[config.mk]
export PLATFORM = sky130hd
export DESIGN_NAME = alu_arbiter_flat
export DESIGN_NICKNAME = d
export VERILOG_FILES = /design/src/rtl/alu_arbiter_if.sv /design/src/rtl/alu_arbiter.sv /design/src/flat_wrapper.sv
export SDC_FILE = /design/constraint.sdc
export NUM_CORES = 1
export LEC_CHECK = 0
export ABC_AREA = 1
export BUFFER_PORTS_ARGS = -buffer_cell sky130_fd_sc_hd__clkbuf_2
export CAP_MARGIN = 10
export CORE_MARGIN = 5
export CORE_UTILIZATION = 40
export DETAILED_ROUTE_END_ITERATION = 12
export PLACE_DENSITY = 0.74
export SYNTH_ARGS = -nofsm -noshare
export SYNTH_HDL_FRONTEND = slang
export SYNTH_SLANG_ARGS = --single-unit
[constraint.sdc]
create_clock -name CLK -period 1.4 [get_ports CLK]
set_clock_uncertainty 0.15 [all_clocks]
set_input_delay 0.21 -clock CLK [delete_from_list [all_inputs] [get_ports CLK]]
set_output_delay 0.21 -clock CLK [all_outputs]
set_load 0.005 [all_outputs]
[src/rtl/alu_arbiter_if.sv]
// alu_arbiter_if: one requester's request/response bundle for alu_arbiter
//   valid/ready      request handshake (ready is a one-cycle accept pulse)
//   lock             keep ALU ownership for this requester's next request
//   opcode, x, y     ALU operation and operands, sampled on accept
//   resp_valid/ready response handshake
//   result, cf       captured ALU result and carry/compare flag
//   master = requester side, slave = arbiter side
interface alu_arbiter_if #(parameter int DATA_W = 16);
  logic valid, ready, lock, resp_valid, resp_ready, cf;
  logic [2:0] opcode;
  logic [DATA_W-1:0] x, y, result;
  modport master(output valid, lock, opcode, x, y, resp_ready, input ready, resp_valid, result, cf);
  modport slave(input valid, lock, opcode, x, y, resp_ready, output ready, resp_valid, result, cf);
endinterface

[src/rtl/alu_arbiter.sv]
// alu_arbiter: shares one registered ALU between two requesters with lock support
//   CLK, RST           clock, synchronous active-high reset
//   r0, r1             requester bundles (alu_arbiter_if.slave)
//   alu_enable, alu_opcode, alu_x, alu_y   ALU issue, zero while not issuing
//   alu_results, alu_cf                    ALU outputs, one cycle after issue
//   busy               high whenever the FSM is not in IDLE
//   ALU_ARB_RR_EN      defined: round-robin on ties; undefined: r0 wins ties
module alu_arbiter #(parameter int DATA_W = 16) (
  input  logic              CLK,
  input  logic              RST,
  alu_arbiter_if.slave      r0,
  alu_arbiter_if.slave      r1,
  output logic              alu_enable,
  output logic [2:0]        alu_opcode,
  output logic [DATA_W-1:0] alu_x,
  output logic [DATA_W-1:0] alu_y,
  input  logic [DATA_W-1:0] alu_results,
  input  logic              alu_cf,
  output logic              busy
);
  typedef enum logic [1:0] {IDLE, ISSUE, CAPTURE, RESP} state_t;
  state_t state, state_nxt;
  logic gnt, sel, e0, e1, acc, lock_set, lock_id;
  logic [2:0] op_q;
  logic [DATA_W-1:0] x_q, y_q;
  logic [1:0][DATA_W-1:0] res_q;
  logic [1:0] cf_q;
  // a held lock makes the non-owner ineligible
  assign e0 = r0.valid && !(lock_set && lock_id);
  assign e1 = r1.valid && !(lock_set && !lock_id);
`ifdef ALU_ARB_RR_EN
  logic last_grant;
  assign sel = (e0 && e1) ? !last_grant : e1;
  always_ff @(posedge CLK)
    if (RST) last_grant <= 1'b1;
    else if (acc) last_grant <= sel;
`else
  assign sel = !e0;
`endif
  always_comb begin
    state_nxt = state;
    acc = 1'b0;
    case (state)
      IDLE: begin
        acc = !RST && (e0 || e1);
        state_nxt = acc ? ISSUE : IDLE;
      end
      ISSUE:   state_nxt = CAPTURE;
      CAPTURE: state_nxt = RESP;
      RESP:    state_nxt = (gnt ? r1.resp_ready : r0.resp_ready) ? IDLE : RESP;
      default: state_nxt = IDLE;
    endcase
  end
  // only the granted requester can be granted while locked, so a granted
  // lock=0 always comes from the owner (or no lock is held) and clears it
  always_ff @(posedge CLK) begin
    if (RST) begin
      state <= IDLE;
      gnt <= 1'b0;
      op_q <= '0;
      x_q <= '0;
      y_q <= '0;
      lock_set <= 1'b0;
      lock_id <= 1'b0;
      res_q <= '0;
      cf_q <= '0;
    end else begin
      state <= state_nxt;
      if (acc) begin
        gnt <= sel;
        op_q <= sel ? r1.opcode : r0.opcode;
        x_q <= sel ? r1.x : r0.x;
        y_q <= sel ? r1.y : r0.y;
        lock_set <= sel ? r1.lock : r0.lock;
        lock_id <= sel;
      end
      if (state == CAPTURE) begin
        res_q[gnt] <= alu_results;
        cf_q[gnt] <= alu_cf;
      end
    end
  end
  assign r0.ready = acc && !sel;
  assign r1.ready = acc && sel;
  assign r0.resp_valid = state == RESP && !gnt;
  assign r1.resp_valid = state == RESP && gnt;
  assign r0.result = res_q[0];
  assign r1.result = res_q[1];
  assign r0.cf = cf_q[0];
  assign r1.cf = cf_q[1];
  assign alu_enable = state == ISSUE;
  assign alu_opcode = alu_enable ? op_q : '0;
  assign alu_x = alu_enable ? x_q : '0;
  assign alu_y = alu_enable ? y_q : '0;
  assign busy = state != IDLE;
endmodule

[src/flat_wrapper.sv]
// flat-port wrapper written by rule: the top's interface ports become plain ports
module alu_arbiter_flat 
#(parameter int DATA_W = 16)
  (CLK, RST, alu_enable, alu_opcode, alu_x, alu_y, alu_results, alu_cf, busy, r0_valid, r0_lock, r0_opcode, r0_x, r0_y, r0_resp_ready, r0_ready, r0_resp_valid, r0_result, r0_cf, r1_valid, r1_lock, r1_opcode, r1_x, r1_y, r1_resp_ready, r1_ready, r1_resp_valid, r1_result, r1_cf);
  alu_arbiter_if #(.DATA_W(DATA_W)) r0_i ();
  alu_arbiter_if #(.DATA_W(DATA_W)) r1_i ();
  input  logic CLK;
  input  logic RST;
  output logic alu_enable;
  output logic [2:0] alu_opcode;
  output logic [DATA_W-1:0] alu_x;
  output logic [DATA_W-1:0] alu_y;
  input  logic [DATA_W-1:0] alu_results;
  input  logic alu_cf;
  output logic busy;
  input wire logic [$bits(r0_i.valid)-1:0] r0_valid;
  input wire logic [$bits(r0_i.lock)-1:0] r0_lock;
  input wire logic [$bits(r0_i.opcode)-1:0] r0_opcode;
  input wire logic [$bits(r0_i.x)-1:0] r0_x;
  input wire logic [$bits(r0_i.y)-1:0] r0_y;
  input wire logic [$bits(r0_i.resp_ready)-1:0] r0_resp_ready;
  output wire logic [$bits(r0_i.ready)-1:0] r0_ready;
  output wire logic [$bits(r0_i.resp_valid)-1:0] r0_resp_valid;
  output wire logic [$bits(r0_i.result)-1:0] r0_result;
  output wire logic [$bits(r0_i.cf)-1:0] r0_cf;
  input wire logic [$bits(r1_i.valid)-1:0] r1_valid;
  input wire logic [$bits(r1_i.lock)-1:0] r1_lock;
  input wire logic [$bits(r1_i.opcode)-1:0] r1_opcode;
  input wire logic [$bits(r1_i.x)-1:0] r1_x;
  input wire logic [$bits(r1_i.y)-1:0] r1_y;
  input wire logic [$bits(r1_i.resp_ready)-1:0] r1_resp_ready;
  output wire logic [$bits(r1_i.ready)-1:0] r1_ready;
  output wire logic [$bits(r1_i.resp_valid)-1:0] r1_resp_valid;
  output wire logic [$bits(r1_i.result)-1:0] r1_result;
  output wire logic [$bits(r1_i.cf)-1:0] r1_cf;
  assign r0_i.valid = r0_valid;
  assign r0_i.lock = r0_lock;
  assign r0_i.opcode = r0_opcode;
  assign r0_i.x = r0_x;
  assign r0_i.y = r0_y;
  assign r0_i.resp_ready = r0_resp_ready;
  assign r0_ready = r0_i.ready;
  assign r0_resp_valid = r0_i.resp_valid;
  assign r0_result = r0_i.result;
  assign r0_cf = r0_i.cf;
  assign r1_i.valid = r1_valid;
  assign r1_i.lock = r1_lock;
  assign r1_i.opcode = r1_opcode;
  assign r1_i.x = r1_x;
  assign r1_i.y = r1_y;
  assign r1_i.resp_ready = r1_resp_ready;
  assign r1_ready = r1_i.ready;
  assign r1_resp_valid = r1_i.resp_valid;
  assign r1_result = r1_i.result;
  assign r1_cf = r1_i.cf;
  alu_arbiter #(.DATA_W(DATA_W)) u_core (.CLK(CLK), .RST(RST), .r0(r0_i), .r1(r1_i), .alu_enable(alu_enable), .alu_opcode(alu_opcode), .alu_x(alu_x), .alu_y(alu_y), .alu_results(alu_results), .alu_cf(alu_cf), .busy(busy));
endmodule
## Word-level counts from Yosys, hierarchy flattened

Index checks and enable logic that the tools add are counted.

- Flip-flop bits (word level): 73
- Input port bits: 95
- Output and inout port bits: 75
- Word-level logic and storage cells: 50

- Magnitude comparators: 2
- Equality and inequality tests: 3
- Muxes and demuxes: 18
- Reduce and logical (&&, ||, !) cells: 18

Operators with widths:

| cell | number |
|---|---|
| 2-to-1 mux 16 bit | 5 |
| bitwise mux 32 bit | 1 |
| demux 16 bit (select 1 bit) | 1 |
| logical AND 1 bit | 10 |
| one-hot mux 2 bit (4 select lines) | 1 |
| 2-to-1 mux 3 bit | 2 |
| zero test 1 bit | 5 |
| 2-to-1 mux 1 bit | 5 |
| equality test 2 bit (second input constant) | 2 |
| bitwise mux 2 bit | 1 |
| equality test 2 x 1 -> 1 bit (second input constant) | 1 |
| zero test 2 bit | 1 |
| less-than comparator 1 x 2 -> 1 bit (second input constant) | 1 |
| 2-to-1 mux 2 bit | 1 |
| nonzero test 2 bit | 1 |
| demux 1 bit (select 1 bit) | 1 |
| >= comparator 1 bit (second input constant) | 1 |
| logical OR 1 bit | 1 |

## Logic depth before layout (Yosys ltp)

- Depth in word-level cells: 8
- Depth in mapped cells: 9
- Mapped depth without buffers: 8

## Least setup slack after synthesis

Ideal clock, no wire load.

- Kind: register -> output
- From: register u_core.state[1]
- To: output port r0_ready
- Data arrival time: 1.128 ns
- Data required time: 1.040 ns
- Path slack: -0.088 ns
- Cell stages (with the launch flop): 7
- Path buffers: 1
- Path through: dfxtp_1 > nor2_2 > nand3_4 > inv_1 > buf_4 > nand2_1 > inv_1

- Cells in the longest elaborated chain, start to end: 3

Ends and longest elaborated chain:

| element | RTL line | RTL |
|---|---|---|
| from (decl) | alu_arbiter.sv:22 | `state_t state, state_nxt;` |
| from (signal assigned) | alu_arbiter.sv:68 | `state <= state_nxt;` |
| zero test 2 bit | alu_arbiter.sv:43 | `case (state)` |
| 2-to-1 mux 1 bit | alu_arbiter.sv:43 |  |
| logical AND 1 bit | alu_arbiter.sv:83 | `assign r0.ready = acc && !sel;` |
| to (decl) | flat_wrapper.sv:22 | `output wire logic [$bits(r0_i.ready)-1:0] r0_ready;` |

Every way passes these cells.

## Worst setup path in the final report

- From: register u_core.state[0]
- To: output port alu_x[4]

- Cells in the longest elaborated chain, start to end: 2

Ends and longest elaborated chain:

| element | RTL line | RTL |
|---|---|---|
| equality test 2 x 1 -> 1 bit | alu_arbiter.sv:91 | `assign alu_enable = state == ISSUE;` |
| 2-to-1 mux 16 bit | alu_arbiter.sv:93 | `assign alu_x = alu_enable ? x_q : '0;` |
| to (decl) | flat_wrapper.sv:11 | `output logic [DATA_W-1:0] alu_x;` |

Every way passes these cells.

==> results.json <==
{
  "arrival_ns": 1.36,
  "drive_gt1_frac": 0.388,
  "grt_pass1_wl_mm": 17.4,
  "htreeDepth": 3,
  "grt_start_max_net_pins": 35,
  "cts_tree": "yes",
  "nFillCells": 779,
  "initial_utilization": 0.408,
  "clockBufferDepth": 2,
  "setup_viol": 84,
  "clock.fmax_ghz": 0.580,
  "insertion_delay_ns": 0.33,
  "synthesis.nets": 628,
  "worst_slew_pin_slew_ns": 0.317,
  "vias_per_cell": 4.76,
  "grt_overflow": 0,
  "power.density_nw_per_um2": 1060,
  "worst-path-buf-inv": 4,
  "area_growth_pct": 50.7,
  "syn_area_um2": 3520,
  "fin_util": 0.615,
  "antenna_found_initial": 0,
  "setup_ws_ns": -0.324,
  "post-route-min-period_ns": 1.72,
  "power.switching_w": 0.00165,
  "sw_frac_of_total": 0.294,
  "power_w": 0.00561,
  "avgRoutedWirePerCell_um": 12.9,
  "grtUsageTotal": 0.190,
  "drc": 0,
  "die_area_um2": 10800,
  "chipHeight_um": 104,
  "cp_max_fo": 26,
  "critPathMaxStageDelay_ns": 0.36,
  "required_ns": 1.04,
  "core_area_um2": 8640,
  "path_delay_family": "buffers and inverters",
  "seq_power_share": 0.420,
  "worstHoldPathType": "input port to flop",
  "violations": "setup timing",
  "drtPass1Iterations": 4,
  "numPortBuffers": 169,
  "num_antenna_cells": 0,
  "placed_area_um2": 4590,
  "crit_type": "flop to primary output",
  "maxSlewViolCount": 0,
  "leakage_nw": 2.71,
  "row_count": 34,
  "detailed_place_hpwl_mm": 7.71,
  "place_congestion": 0.834,
  "root_buffer": "clkbuf_8",
  "crit_chain": "inv_2 > nor2_4 > clkinv_4 > buf_12 > nor2_1 > clkbuf_2",
  "drt_iter0_drc": 182,
  "critPathSlowestCell": "dfxtp_2",
  "peakVddDrop_v": 0.000508,
  "cp-end-kind": "primary output",
  "clkPwrFrac": 0.316,
  "first_global_vias": 3953,
  "clock_sinks": 73,
  "comb_power_share": 0.264,
  "ys_ff_latch": 73,
  "hold_viol_final": 0,
  "num_vias": 4019,
  "yosysSeqAreaShare": 0.415,
  "period_share": 1.23,
  "synth_cell_types": 19,
  "numCtsBuffers": 9,
  "cp-start-kind": "flop",
  "cts.clk_slew.worst_paths_ns": 0.08,
  "ioPinCount": 170,
  "slew_headroom": 0.789,
  "drt_wl_total_mm": 10.9,
  "timing.max_cap.violations": 0,
  "nNetsFinal": 827,
  "fp.dieW_um": 104,
  "drtAntennaViolNets": 0,
  "fin_tns_setup_ns": -15.66,
  "status": "finished with violations",
  "internal-power_w": 0.00396,
  "syn_inst": 533,
  "final_area_um2": 5310,
  "rsz0062_at_grt": "true",
  "syn_avg_cell_area_um2": 6.61,
  "ys_warn_count": 0
}
==> what timing repair did <==
action / CTS / global route
setup buffers: 2 / 12
endpoints found under the setup margin: 43 / 108
gates cloned: 1 / 2
hold buffers: 8 / 1
pin swaps: 2 / 6
endpoints found under the hold margin: 5 / 1
resized for setup: 30 / 60
==> path summary, 6_finish.rpt <==
check / startpoint / end / slack (ns) / depth (start not counted)
worst min-delay path: alu_results[5] / u_core.r1.result[5] / 0.01 / 3
worst max-delay path: u_core.state[0] / alu_x[4] / -0.32 / 6
worst min register to register: u_core.r1.result[5] / u_core.r1.result[5] / 0.29 / 2
worst max register to register: u_core.state[0] / u_core.x_q[12] / -0.16 / 9
==> cell type report <==
class	instances	area (um2)	share of cell area
repair buffers	221	1430	0.269
flip-flops and latches	73	1470	0.277
well taps	108	135	0.0255
clock inverters	7	92.6	0.0174
clock buffers	9	124	0.0233
inverters	78	303	0.0570
multi-input cells	349	1760	0.331
==> placed cells by master, fill, tap and decap left out, drive strengths merged <==
cell type / count
nand3: 37
bufinv: 2
nor2: 68
inv: 78
o21bai: 22
clkbuf: 174
o21ai: 34
dfxtp: 73
buf: 47
clkinv: 5
a21oi: 56
dlygate4sd3: 9
a21boi: 1
nand2: 131
==> power by group through the flow <==
stage                     logic [W]  registers (W)  clock network [W]
final                       0.00148        0.00236            0.00177
after global routing        0.00165        0.00237            0.00192
after CTS                   0.00127        0.00235            0.00183
after detailed placement    0.00117        0.00239                  0
after global placement      0.00115        0.00238                  0
after floorplan            0.000694        0.00238                  0
==> layer usage <==
layer  GRT usage  part of all wire  routed length (um)  up-vias
met5           0                 0                   0        -
met4      0.0500            0.0051                  56        0
met3      0.0627             0.074                 803        6
met2       0.342              0.52                5630      143
met1       0.215              0.40                4400     1817
li1            -                 -                   -     2053
==> Yosys cell counts <==
cell type,count,area (um2)
buf_6,3,33.8
nand2_2,2,12.5
inv_2,1,3.75
nor2_1,67,251
a21boi_0,1,7.51
o21bai_1,22,165
buf_2,11,55.1
nand3_1,36,180
o21ai_0,34,170
clkinv_1,1,3.75
clkbuf_1,14,52.6
nand3_4,1,17.5
nand2_1,127,477
inv_1,76,285
nand2_4,2,22.5
nor2_2,1,6.26
dfxtp_1,73,1460
a21oi_1,56,280
buf_4,5,37.5
==> kinds of logic after synthesis <==
logic type	Yosys count	synth area share
AO/OA/AOI/OAI	113	0.177
flip-flops	73	0.415
AND/OR/NAND/NOR	236	0.275
buffers and inverters	111	0.134
==> metrics by stage <==
step                worst slack, ns  hold WS [ns]  cells
floorplan                   -0.0215         0.223    533
global placement            -0.0276         0.280    803
detailed placement          -0.0292         0.285    803
CTS                          -0.354     0.0000712    830
global route                 -0.403       0.00774    845
finish                       -0.324        0.0124    845
==> state kept, by name, indices dropped and copies added (netlist names) <==
name / cells
u_core.cf_q: 2
u_core.gnt: 1
u_core.lock_set: 1
u_core.op_q: 3
u_core.r0.result: 16
u_core.r1.result: 16
u_core.state: 2
u_core.x_q: 16
u_core.y_q: 16
==> worst register-to-register path: stages (launching register included) <==
cell      delay [ns]
dfxtp_2         0.34
buf_6           0.12
nor2_4          0.15
buf_6           0.12
buf_6           0.08
buf_6           0.08
nand2_4         0.06
buf_12          0.16
o21bai_1        0.15
nor2_1          0.06
Note: power is estimated with default switching activity, not from simulation.
